==> src/rtl/ram_bus_initiator.sv <==
// ram_bus_initiator
// Turns single local requests into one RAM bus transaction at a time.
// Each transaction runs SETUP (select asserted, latch low) for one cycle,
// then ACCESS (select and latch high) until the responder acks or the
// wait limit expires, then RESP (one-cycle completion strobe).
//
// Ports
//   clk, nRst           : clock, asynchronous active-low reset
//   ReqValid/ReqReady   : local request handshake (ready only in IDLE)
//   ReqWrnRd            : 1 = write, 0 = read
//   ReqAddress/ReqData  : word address and write data of the request
//   RspValid            : one-cycle completion strobe
//   RspData/RspTimeout  : read data (0 for writes/aborts), abort flag
//   RamBus*             : registered bus outputs, ack and read data inputs
//   TimeoutCount        : saturating count of aborted transactions
module ram_bus_initiator #(
  parameter int unsigned TIMEOUT_CYCLES = 255
) (
  input  logic        clk,
  input  logic        nRst,
  input  logic        ReqValid,
  output logic        ReqReady,
  input  logic        ReqWrnRd,
  input  logic [13:0] ReqAddress,
  input  logic [31:0] ReqData,
  output logic        RspValid,
  output logic [31:0] RspData,
  output logic        RspTimeout,
  output logic        RamBusnCs,
  output logic        RamBusWrnRd,
  output logic        RamBusLatch,
  output logic [13:0] RamBusAddress,
  output logic [31:0] RamBusDataOut,
  input  logic [31:0] RamBusDataIn,
  input  logic        RamBusAck,
  output logic [7:0]  TimeoutCount
);

  typedef enum logic [1:0] {IDLE, SETUP, ACCESS, RESP} state_t;

  // Abort fires on the ACCESS edge where the wait counter reaches this value,
  // so exactly TIMEOUT_CYCLES ACCESS cycles elapse before giving up.
  localparam logic [15:0] LAST_COUNT = 16'(TIMEOUT_CYCLES - 1);

  state_t      state_q, state_d;
  logic        cs_q, cs_d;
  logic        latch_q, latch_d;
  logic        wrnrd_q, wrnrd_d;
  logic [13:0] addr_q, addr_d;
  logic [31:0] dout_q, dout_d;
  logic        rsp_valid_q, rsp_valid_d;
  logic [31:0] rsp_data_q, rsp_data_d;
  logic        rsp_timeout_q, rsp_timeout_d;
  logic [7:0]  timeout_count_q, timeout_count_d;
  logic [15:0] access_count_q, access_count_d;

  always_comb begin
    state_d         = state_q;
    cs_d            = cs_q;
    latch_d         = latch_q;
    wrnrd_d         = wrnrd_q;
    addr_d          = addr_q;
    dout_d          = dout_q;
    rsp_valid_d     = 1'b0;
    rsp_data_d      = rsp_data_q;
    rsp_timeout_d   = rsp_timeout_q;
    timeout_count_d = timeout_count_q;
    access_count_d  = access_count_q;

    case (state_q)
      IDLE: begin
        // ReqReady is high throughout IDLE, so ReqValid alone means acceptance.
        if (ReqValid) begin
          wrnrd_d = ReqWrnRd;
          addr_d  = ReqAddress;
          dout_d  = ReqData;
          cs_d    = 1'b1;
          latch_d = 1'b0;
          state_d = SETUP;
        end
      end

      SETUP: begin
        latch_d        = 1'b1;
        access_count_d = 16'd0;
        state_d        = ACCESS;
      end

      ACCESS: begin
        // Ack is checked first so it wins over a coincident timeout.
        if (RamBusAck) begin
          cs_d          = 1'b0;
          latch_d       = 1'b0;
          rsp_data_d    = wrnrd_q ? 32'd0 : RamBusDataIn;
          rsp_timeout_d = 1'b0;
          rsp_valid_d   = 1'b1;
          state_d       = RESP;
        end else if (access_count_q == LAST_COUNT) begin
          cs_d          = 1'b0;
          latch_d       = 1'b0;
          rsp_data_d    = 32'd0;
          rsp_timeout_d = 1'b1;
          rsp_valid_d   = 1'b1;
          if (timeout_count_q != 8'hFF) begin
            timeout_count_d = timeout_count_q + 8'd1;
          end
          state_d       = RESP;
        end else begin
          access_count_d = access_count_q + 16'd1;
        end
      end

      RESP: begin
        state_d = IDLE;
      end

      default: begin
        state_d = IDLE;
      end
    endcase
  end

  always_ff @(posedge clk or negedge nRst) begin
    if (!nRst) begin
      state_q         <= IDLE;
      cs_q            <= 1'b0;
      latch_q         <= 1'b0;
      wrnrd_q         <= 1'b0;
      addr_q          <= 14'd0;
      dout_q          <= 32'd0;
      rsp_valid_q     <= 1'b0;
      rsp_data_q      <= 32'd0;
      rsp_timeout_q   <= 1'b0;
      timeout_count_q <= 8'd0;
      access_count_q  <= 16'd0;
    end else begin
      state_q         <= state_d;
      cs_q            <= cs_d;
      latch_q         <= latch_d;
      wrnrd_q         <= wrnrd_d;
      addr_q          <= addr_d;
      dout_q          <= dout_d;
      rsp_valid_q     <= rsp_valid_d;
      rsp_data_q      <= rsp_data_d;
      rsp_timeout_q   <= rsp_timeout_d;
      timeout_count_q <= timeout_count_d;
      access_count_q  <= access_count_d;
    end
  end

  // Ready is decoded straight from the state register so it reads 1 as soon
  // as reset forces IDLE.
  assign ReqReady      = (state_q == IDLE);
  assign RspValid      = rsp_valid_q;
  assign RspData       = rsp_data_q;
  assign RspTimeout    = rsp_timeout_q;
  assign RamBusnCs     = cs_q;
  assign RamBusWrnRd   = wrnrd_q;
  assign RamBusLatch   = latch_q;
  assign RamBusAddress = addr_q;
  assign RamBusDataOut = dout_q;
  assign TimeoutCount  = timeout_count_q;

endmodule

==> config.mk <==
export PLATFORM = sky130hd
export DESIGN_NAME = ram_bus_initiator
export DESIGN_NICKNAME = d
export VERILOG_FILES = /design/src/rtl/ram_bus_initiator.sv
export SDC_FILE = /design/constraint.sdc
export NUM_CORES = 1
export LEC_CHECK = 0
export CORE_MARGIN = 2
export CORE_UTILIZATION = 44
export DETAILED_ROUTE_END_ITERATION = 16
export PLACE_DENSITY = 0.8
export SYNTH_ARGS = -nofsm -noshare
export SYNTH_HDL_FRONTEND = slang
export SYNTH_SLANG_ARGS = --single-unit
==> constraint.sdc <==
create_clock -name clk -period 2.95 [get_ports clk]
set_clock_uncertainty 0.2 [all_clocks]
set_input_delay 0.59 -clock clk [delete_from_list [all_inputs] [get_ports clk]]
set_output_delay 0.59 -clock clk [all_outputs]
set_load 0.01 [all_outputs]
==> Yosys cells after proc, flatten, opt, wreduce, memory -nomap -nowiden <==
Index checks and enable logic that the tools add are counted.
{ "word_totals": {"inputBits": 83, "out_inout_bits": 92, "register_bits": 109, "elab_cells": 56} }
{ "op_classes": {"add_sub_neg": 2, "bitwise_logic": 1, "mux": 21, "n_eq_ne": 9, "reduce_logical": 12} }
{ "op_table": {"columns": ["cell", "count"], "rows": [
  ["two-way mux 32 bit", 3],
  ["two-way mux 16 bit", 2],
  ["case mux 16 bit (2 select lines)", 1],
  ["adder 16 x 1 -> 16 bit (second input constant)", 1],
  ["equality test 16 x 8 -> 1 bit (second input constant)", 1],
  ["two-way mux 1 bit", 9],
  ["AND reduction 3 bit", 3],
  ["adder 8 x 1 -> 8 bit (second input constant)", 1],
  ["inequality test 8 bit (second input constant)", 1],
  ["case mux 2 bit (4 select lines)", 1],
  ["two-way mux 2 bit", 3],
  ["inequality test 2 bit (second input constant)", 3],
  ["AND reduction 2 bit", 3],
  ["nonzero test 2 bit", 3],
  ["equality test 2 bit (second input constant)", 2],
  ["AND reduction 4 bit", 1],
  ["inequality test 3 bit (second input constant)", 1],
  ["case mux 1 bit (3 select lines)", 1],
  ["nonzero test 3 bit", 1],
  ["equality test 2 x 1 -> 1 bit (second input constant)", 1],
  ["logical NOT 2 bit", 1],
  ["case mux 1 bit (2 select lines)", 1],
  ["NOT 1 bit", 1]
]} }

==> Longest topological paths before layout <==
Gate-level depths: netlist (run 1).
{ "logic_depth": {"word_depth": 4, "mapped_depth": 8, "depth_no_buf": 6} }

==> Worst setup path after synthesis (run 1) <==
No wires, ideal clock.
{ "synth_timing": {"kind": "flip-flop to flip-flop", "startpoint": "register state_q[0]", "endpoint": "register timeout_count_q[1] (netlist: TimeoutCount[1])", "stages_incl_launch_ff": 8, "path_slack_ns": 0.832, "period_less_slack_ns": 2.118, "setup_time_ns": 0.125, "t_arrival_ns": 1.793, "required_time_ns": 2.625, "cell_sequence": "dfrtp_1 inv_1 ha_1 nor2b_1 clkbuf_1 o21ai_1 nor2_1 mux2_2"} }
{ "synth_between": {"elab_chain_cells": 2} }
{ "synth_rtl": {"columns": ["item", "line", "text"], "rows": [
  ["start, declared", "45", "state_t state_q, state_d;"],
  ["start signal, assigned", "137", "state_q <= state_d;"],
  ["equality test 2 bit", "70", "case (state_q)"],
  ["AND reduction 4 bit (no source line)", null, null],
  ["end signal, assigned", "146", "timeout_count_q <= timeout_count_d;"],
  ["end, declared", "54", "logic [7:0] timeout_count_q, timeout_count_d;"]
]} }
Every way passes these cells.
A chain may end at the register's enable or synchronous reset.

==> Worst setup path after layout (run 1) <==
{ "layout_timing": {"startpoint": "register state_q[0]", "endpoint": "output ReqReady"} }
{ "layout_between": {"elab_chain_cells": 1} }
{ "layout_rtl": {"columns": ["item", "line", "text"], "rows": [
  ["logical NOT 2 bit", "153", "assign ReqReady = (state_q == IDLE);"],
  ["end, declared", "22", "output logic ReqReady,"]
]} }
Every way passes these cells.

==> results of run 1 <==
kinds of logic after synthesis:
kind of cell               count (synthesis)
AOI/OAI and AO/OA                         58
muxes                                     59
and+or+nand+nor                           70
xor gates and xnor gates                   7
adders and majority gates                  8
DFF                                      109
buffers and inverters                     24
stage by stage:
step                      utilization [%]  total power, mW  area, um2  worst slack (ns)  hold slack [ns]
after floorplan                         -             3.59       4550             0.832           0.0944
after global placement               63.5             5.05       6460             0.471            0.263
after detailed placement             63.5             5.13       6460             0.397            0.277
after CTS                            65.2             6.01       6640             0.394           0.0759
after global routing                 65.2             6.29       6640             0.304            0.104
final                                65.2             5.95       6640             0.418           0.0502
sequential cells by signal (all words and copies together), names as in the netlist:
signal	cells
RamBusDataOut	32
RspTimeout	1
RspValid	1
RspData	32
RamBusnCs	1
state_q	2
RamBusWrnRd	1
RamBusAddress	14
RamBusLatch	1
access_count_q	16
TimeoutCount	8
Yosys cell counts (2+ instances only):
cell,number
dfrtp_1,109
mux2_2,50
a22o_1,33
nand2_1,17
mux2i_1,9
nand3_1,9
ha_1,8
inv_1,8
buf_2,7
clkbuf_1,7
xor2_1,6
nand4_1,5
nor2_1,5
nor3_1,5
nor4_1,5
a21oi_1,4
a31oi_1,4
and3_1,4
and4_1,4
o21ai_0,4
nand2b_1,3
nor2b_1,3
o211ai_1,3
or3_1,3
a211oi_1,2
a41o_1,2
buf_6,2
per-layer routing:
layer / GRT usage [%] / vias up / wire (um)
li1: - / 1589 / -
met1: 25.1 / 1678 / 4530
met2: 31.8 / 121 / 5290
met3: 6.43 / 20 / 774
met4: 7.61 / 0 / 240
met5: 0 / - / 0
layout make-up:
type,instances,area [um2]
clock buffers,10,128
clock inverters,4,48.8
fillers,795,3540
inverters,8,30.0
multi-input cells,202,1710
flip-flops and latches,109,2730
well taps,136,170
repair buffers,182,1820
worst reg2reg max path, cell delays in order (launching register included):
cell,delay (ns)
dfrtp_1,0.41
inv_1,0.10
ha_1,0.16
and4bb_4,0.27
nand4_2,0.41
a21oi_1,0.40
mux2_2,0.37
path summary, 6_finish.rpt:
kind | endpoint
min in group clk | access_count_q[15]
max | ReqReady
min | RamBusDataOut[18]
max reg2reg | state_q[1]
max in group asynchronous | access_count_q[3]
min reg2reg | access_count_q[15]
power groups by stage:
stage	Combinational [mW]	Clock (mW)	Sequential, mW
final	2.69	0.869	2.39
after global routing	2.87	0.950	2.47
after CTS	2.72	0.891	2.40
after detailed placement	2.72	0	2.41
after global placement	2.65	0	2.39
after floorplan	0.944	0	2.65
==> results.json, run 1 <==
{
  "avgRoutedWirePerCell_um": 16.6,
  "worst_slew_pin_slew_ns": 0.696,
  "synth_mux_area_share_pct": 14.4,
  "ys_ff_latch": 109,
  "worstPathArrival_ns": 1.74,
  "synth_compound_area_share_pct": 10.1,
  "grt.total_usage_pct": 19.8,
  "critical-path-top-delay-family": "buffers and inverters",
  "pwr-share-clk_pct": 14.6,
  "ys_types": 41,
  "fin_crit_sh_pct": 85.8,
  "slew_headroom_pct": 53.6,
  "setup-tns-final_ns": 0,
  "finalMaxSlewViolations": 0,
  "rr_worst_depth": 6,
  "clk_latency_ns": 0.37,
  "nNetsFinal": 603,
  "max_freq_mhz": 395,
  "final_cell_mix": "clkdlybuf4s50_1, dfrtp_1, mux2_2",
  "netlist_instances": 335,
  "via_count": 3408,
  "critPathRequiredTime_ns": 2.16,
  "drv_cap": 0,
  "power_frac_comb_pct": 45.2,
  "cts_buffers": 9,
  "mostFrequentLayoutCell": "clkdlybuf4s50_1",
  "slowest_delay_ns": 0.59,
  "area_growth_pct": 46.0,
  "seqPwrFrac_pct": 40.2,
  "p_leak_nw": 2.92,
  "grt_pass1_wl_um": 17600,
  "grt_antenna_before_repair": 0,
  "initial_core_util_pct": 44.7,
  "path_clk_slew_ns": 0.10,
  "cp.depth": 3,
  "crit_chain": "inv_1, ha_1, clkdlybuf4s50_1",
  "status": "finished, final reports clean",
  "drt_iter0_drc": 102,
  "swShare_pct": 31.2,
  "r2r_setup_slack_ns": 0.54,
  "remaining_drc_errors": 0,
  "hpwl_um": 7840,
  "synth_xor_area_share_pct": 1.35,
  "synthArstFlopShare_pct": 100,
  "final-setup-viol-count": 0,
  "die_y_um": 106,
  "end_kind": "primary output",
  "postCtsSetupBuffers": 0,
  "final_cells": 651,
  "ys.flop_type": "dfrtp_1",
  "num_antenna_cells": 0,
  "critPathLaunchType": "register",
  "io_buffers": 174,
  "rsz0062_at_grt": "false",
  "powerDensity_nw_per_um2": 896,
  "core.rowCount": 37,
  "vias_per_cell": 5.24,
  "postRouteAntennaNets": 0,
  "layout-drive-gt1-share_pct": 15.5,
  "first_global_vias": 3584,
  "slowest_stage": "clkdlybuf4s50_1",
  "worst-path-max-fanout": 4,
  "first_pass_iters": 4,
  "crit_buf_inv": 2,
  "core_um2": 10200,
  "switchingPower_mw": 1.86,
  "min_path_type": "primary input to asynchronous set/reset pin",
  "syn_area_per_cell_um2": 13.6,
  "tritoncts": "done",
  "cts-resized-gates": 0,
  "clock_path_buffers": 2,
  "syn_area_um2": 4550,
  "clkSinkCount": 109,
  "post-synth-top-area-cell": "dfrtp_1",
  "crit_start": "state_q[0]",
  "h-tree-depth": 3,
  "grt_max_degree": 55,
  "seq_area_frac_synth_pct": 60.0,
  "peakVddDrop_v": 0.000561,
  "die_w_um": 106,
  "postCtsHoldBufs": 0,
  "dieArea_um2": 11200,
  "num_io_pins": 175,
  "gp_congestion": 0.843,
  "dp.cells": 637,
  "syn-num-nets": 426,
  "yosysWarnings": 0,
  "wl_um": 10800,
  "intPower_mw": 4.09,
  "r2r_start": "access_count_q[0]",
  "synth_top_family_by_area": "multiplexers",
  "grt_overflow": 0,
  "synthAdderAreaFrac_pct": 2.20,
  "synthSimpleGateAreaFrac_pct": 9.52,
  "min_period_ns": 2.53,
  "critPathKind": "register to primary output",
  "hold_viol_final": 0,
  "cts-root-buf": "clkbuf_8",
  "synthTopCellsByArea": "dfrtp_1, mux2_2, a22o_1",
  "yosysTopAreaCellShare_pct": 60.0,
  "synth-edff-count": 0
}
Power figures use the tool's default switching activity.
==> run 2: changes to the inputs <==
--- a/config.mk
+++ b/config.mk
@@ -5,9 +5,12 @@
 export SDC_FILE = /design/constraint.sdc
 export NUM_CORES = 1
 export LEC_CHECK = 0
+export CAP_MARGIN = 20
+export CORE_ASPECT_RATIO = 0.9
 export CORE_MARGIN = 2
 export CORE_UTILIZATION = 44
 export DETAILED_ROUTE_END_ITERATION = 16
+export HOLD_SLACK_MARGIN = 0.03
 export PLACE_DENSITY = 0.8
 export SYNTH_ARGS = -nofsm -noshare
 export SYNTH_HDL_FRONTEND = slang
==> run 2 against run 1 <==
Effect of this change: core utilization up 1.4 points; worst setup slack better by 0.041 ns; sequential power about the same; critical path depth unchanged; highest routed layer unchanged; routed wire length up 0.21%; non-clock buffer count down 1; largest cell class unchanged; final area up 1.9%; power up 6.8%; count of clock-buffer cells in the layout unchanged; largest power group unchanged.
==> results.json, run 2 (synthesis gave the netlist of run 1 again) <==
{
  "clk_latency_ns": 0.34,
  "slew_headroom_pct": 55.8,
  "h-tree-depth": 3,
  "crit_buf_inv": 2,
  "first_global_vias": 3490,
  "seq_area_um2": 2730,
  "mostFrequentLayoutCell": "clkdlybuf4s50_1",
  "drv_cap": 0,
  "remaining_drc_errors": 0,
  "wl_um": 10900,
  "slowest_delay_ns": 0.58,
  "layout-drive-gt1-share_pct": 15.9,
  "cts_buffers": 9,
  "critPathLaunchType": "register",
  "p_leak_nw": 2.98,
  "grt_max_degree": 53,
  "num_io_pins": 175,
  "drt_iter0_drc": 146,
  "cts-resized-gates": 0,
  "avgRoutedWirePerCell_um": 16.8,
  "area_growth_pct": 48.8,
  "peakVddDrop_v": 0.000509,
  "min_period_ns": 2.49,
  "worstPathArrival_ns": 1.70,
  "status": "finished, final reports clean",
  "finalMaxSlewViolations": 0,
  "gp_congestion": 0.853,
  "postCtsHoldBufs": 0,
  "io_buffers": 174,
  "tritoncts": "done",
  "fillers": 764,
  "initial_core_util_pct": 44.8,
  "grt_overflow": 0,
  "via_count": 3393,
  "end_kind": "primary output",
  "grt.total_usage_pct": 19.5,
  "rsz0062_at_grt": "false",
  "powerDensity_nw_per_um2": 939,
  "max_freq_mhz": 401,
  "whs_ns": 0.0815,
  "grt_antenna_before_repair": 0,
  "postCtsSetupBuffers": 0,
  "die_w_um": 111,
  "core_um2": 10200,
  "critPathKind": "register to primary output",
  "vias_per_cell": 5.26,
  "setup-tns-final_ns": 0,
  "critical-path-top-delay-family": "buffers and inverters",
  "final-setup-viol-count": 0,
  "multi_input_area_um2": 1710,
  "path_clk_slew_ns": 0.07,
  "slowest_stage": "clkdlybuf4s50_1",
  "worst_slew_pin_slew_ns": 0.662,
  "die_y_um": 100,
  "clkSinkCount": 109,
  "final_cell_mix": "clkdlybuf4s50_1, dfrtp_1, mux2_2",
  "worst-path-max-fanout": 4,
  "nNetsFinal": 602,
  "num_antenna_cells": 0,
  "fin_crit_sh_pct": 84.5,
  "postRouteAntennaNets": 0,
  "min_path_type": "primary input to asynchronous set/reset pin",
  "critPathRequiredTime_ns": 2.16,
  "dieArea_um2": 11200,
  "hold_viol_final": 0,
  "hpwl_um": 7820,
  "cts-root-buf": "clkbuf_16",
  "core.rowCount": 35,
  "grt_pass1_wl_um": 17500,
  "crit_chain": "inv_1, ha_1, clkdlybuf4s50_1",
  "first_pass_iters": 4,
  "clock_path_buffers": 2
}
## run 2: changes by cell type in the layout (fill, tap and decap cells not counted), sizes merged
cell / before / now
clkinv: 2 / 3
buf: 9 / 8
inv: 9 / 10
## run 2: stage by stage
step / setup slack (ns) / power, mW / instances / area [um2] / util [%]
6_report: 0.458 / 6.36 / 645 / 6770 / 66.6
5_1_grt: 0.363 / 6.70 / 645 / 6770 / 66.6
4_1_cts: 0.442 / 6.42 / 645 / 6770 / 66.6
3_5_place_dp: 0.363 / 5.13 / 629 / 6450 / 63.5
3_3_place_gp: 0.464 / 5.04 / 629 / 6450 / 63.5
2_1_floorplan: 0.832 / 3.59 / 335 / 4550 / -
## run 2: routing by layer
metal | wire [um] | GRT usage (%) | part of all wire [%]
met5 | 0 | 0 | 0
met3 | 679 | 5.05 | 6.3
met2 | 5310 | 32.0 | 49
met1 | 4690 | 25.2 | 43
met4 | 173 | 7.22 | 1.6
## run 2: area by class of cell
cell class	instances	share of cell area (%)
Multi-Input combinational cell	202	25.3
Timing Repair Buffer	181	26.8
Inverter	8	0.444
Clock buffer	10	3.53
Sequential cell	109	40.3
Tap cell	129	2.38
Clock inverter	6	1.20
## run 2: path summary, 6_finish.rpt
check	end	from	cells after the start	slack (ns)
min	TimeoutCount[4]	nRst	1	0.08
min reg2reg	access_count_q[15]	access_count_q[15]	1	0.29
max reg2reg	RamBusLatch	access_count_q[12]	4	0.55
max in group asynchronous	state_q[0]	nRst	2	1.74
max	ReqReady	state_q[0]	3	0.46
min in group clk	access_count_q[15]	access_count_q[15]	1	0.29
## run 2: report_power, final
| group | internal [mW] | switching [mW] |
|---|---|---|
| combinational | 1.64 | 1.05 |
| clock | 0.699 | 0.568 |
| sequential | 2.07 | 0.329 |
| total | 4.41 | 1.95 |
==> run 3: changes to the inputs <==
--- a/config.mk
+++ b/config.mk
@@ -8,10 +8,10 @@
 export CAP_MARGIN = 20
 export CORE_ASPECT_RATIO = 0.9
 export CORE_MARGIN = 2
-export CORE_UTILIZATION = 44
+export CORE_UTILIZATION = 40
 export DETAILED_ROUTE_END_ITERATION = 16
 export HOLD_SLACK_MARGIN = 0.03
-export PLACE_DENSITY = 0.8
+export PLACE_DENSITY = 0.77
 export SYNTH_ARGS = -nofsm -noshare
 export SYNTH_HDL_FRONTEND = slang
 export SYNTH_SLANG_ARGS = --single-unit
==> constraint.sdc (replaced) <==
create_clock -name clk -period 2.2 [get_ports clk]
set_clock_uncertainty 0.2 [all_clocks]
set_input_delay 0.44 -clock clk [delete_from_list [all_inputs] [get_ports clk]]
set_output_delay 0.44 -clock clk [all_outputs]
set_load 0.01 [all_outputs]
==> run 3 against run 2 <==
Effect of this change: critical path depth unchanged; power grew 34%; die area rose by 9.6%; final cell count rose by 5.9%; non-clock buffer count up 16; critical endpoint unchanged.
==> results.json, run 3 (synthesis gave the netlist of run 1 again) <==
{
  "remaining_drc_errors": 0,
  "critPathLaunchType": "register",
  "cts_buffers": 9,
  "finalMaxSlewViolations": 0,
  "reg2reg_to": "access_count_q[5]",
  "avgRoutedWirePerCell_um": 17.2,
  "layout-drive-gt1-share_pct": 19.4,
  "fin_area_um2": 6970,
  "grt_antenna_before_repair": 0,
  "via_count": 3478,
  "intPower_mw": 5.91,
  "hold_viol_final": 0,
  "grt_max_degree": 47,
  "fillers": 846,
  "place_area_um2": 6630,
  "postCtsSetupBuffers": 0,
  "path_clk_slew_ns": 0.07,
  "p_leak_nw": 3.04,
  "vias_per_cell": 5.09,
  "io_buffers": 174,
  "critPathKind": "register to primary output",
  "setup-tns-final_ns": 0,
  "fin_crit_sh_pct": 94.2,
  "first_global_vias": 3675,
  "seq_area_um2": 2730,
  "rr_worst_depth": 6,
  "clkSinkCount": 109,
  "tritoncts": "done",
  "cts-root-buf": "clkbuf_16",
  "seqPwrFrac_pct": 37.8,
  "power_mw": 8.54,
  "core.rowCount": 36,
  "postRouteAntennaNets": 0,
  "clock_path_buffers": 2,
  "cp-endpoint": "ReqReady",
  "min_period_ns": 2.07,
  "mostFrequentLayoutCell": "clkdlybuf4s50_1",
  "clk_latency_ns": 0.35,
  "grt.total_usage_pct": 19.8,
  "dieArea_um2": 12200,
  "r2r_setup_slack_ns": 0.13,
  "critical-path-top-delay-family": "flip-flops",
  "grt_pass1_wl_um": 18700,
  "gp_congestion": 0.855,
  "crit_buf_inv": 2,
  "crit_chain": "inv_1, ha_2, dlygate4sd2_1",
  "hp-start": "access_count_q[15]",
  "nNetsFinal": 618,
  "final-setup-viol-count": 0,
  "area_growth_pct": 53.3,
  "core_um2": 10900,
  "num_io_pins": 175,
  "pwr-share-clk_pct": 18.5,
  "initial_core_util_pct": 41.6,
  "status": "finished, final reports clean",
  "wl_um": 11800,
  "drt_iter0_drc": 123,
  "swShare_pct": 30.8,
  "first_pass_iters": 4,
  "drv_cap": 0,
  "end_kind": "primary output",
  "r2r_start": "access_count_q[0]",
  "slew_headroom_pct": 69.8,
  "powerDensity_nw_per_um2": 1220,
  "hpwl_um": 8450,
  "slowest_delay_ns": 0.44,
  "max_freq_mhz": 482,
  "crit_start": "state_q[1]",
  "grt_overflow": 0,
  "critPathRequiredTime_ns": 1.56,
  "final_cell_mix": "clkdlybuf4s50_1, dfrtp_1, mux2_2",
  "min_path_type": "register to register",
  "multi_input_area_um2": 1760,
  "worstPathArrival_ns": 1.43,
  "whs_ns": 0.286,
  "worst-path-max-fanout": 4,
  "die_w_um": 116,
  "num_antenna_cells": 0,
  "peakVddDrop_v": 0.000899,
  "cp.depth": 3,
  "h-tree-depth": 3,
  "die_y_um": 105,
  "slowest_stage": "dfrtp_1",
  "power_frac_comb_pct": 43.7,
  "worst_slew_pin_slew_ns": 0.453,
  "rsz0062_at_grt": "false",
  "switchingPower_mw": 2.63
}
-- run 3: cell count changes in the layout (fill, tap and decap cells not counted), sizes merged --
cell / before / now
clkinv: 3 / 0
inv: 10 / 9
bufinv: 1 / 0
dlygate4sd2: 0 / 1
clkinvlp: 0 / 1
clkbuf: 10 / 13
clkdlybuf4s50: 173 / 172
dlygate4sd3: 0 / 1
buf: 8 / 23
-- run 3: power groups by stage --
stage                     logic, mW  registers (mW)  clock network (mW)
final                          3.73            3.23                1.58
after global routing           3.99            3.31                1.71
after CTS                      3.76            3.22                1.63
after detailed placement       3.74            3.24                   0
after global placement         3.64            3.20                   0
after floorplan                1.27            3.55                   0
-- run 3: area by class of cell --
type | count | area share (%)
clock buffer | 13 | 3.88
tap | 152 | 2.73
timing repair buffer | 197 | 28.4
clock inverter | 2 | 0.233
multi-input combinational | 202 | 25.2
sequential | 109 | 39.1
inverter | 8 | 0.431
-- run 3: metrics by stage --
step           std cells  worst slack, ns  utilization [%]
5_1_grt              683           0.0107             63.7
4_1_cts              683           0.0338             63.3
3_3_place_gp         667           0.0203             60.5
6_report             683            0.127             63.7
3_5_place_dp         667          0.00703             60.5
2_1_floorplan        335           0.0819                -
-- run 3: worst min-delay path by stage --
stage                         end  slack (ns)  cells past startpoint
6_report       access_count_q[15]        0.29                      1
5_1_grt        access_count_q[15]        0.30                      1
4_1_cts        access_count_q[15]        0.29                      1
3_5_place_dp    RamBusDataOut[13]        0.21                      1
3_3_place_gp    RamBusDataOut[13]        0.21                      1
2_1_floorplan    RamBusAddress[0]       -0.06                      0
-- run 3: repair_timing --
action | in CTS | in global routing
gates resized for setup | 2 | 11
endpoints found under the hold margin | 29 | 0
hold buffers | 1 | 0
endpoints found under the setup margin | 2 | 28
-- run 3: worst reg2reg max path: cells and delay by family, from the launching register on --
kind / cells / cell delay, ns
DFF: 1 / 0.38
buffers and inverters: 1 / 0.08
muxes: 1 / 0.18
adders and majority gates: 1 / 0.20
and+or+nand+nor: 3 / 0.96
-- run 3: per-layer routing --
layer	GRT usage, %	part of all wire, %
met1	23.0	40
met2	33.1	51
met3	9.34	8.7
met4	4.85	0.93
met5	0	0
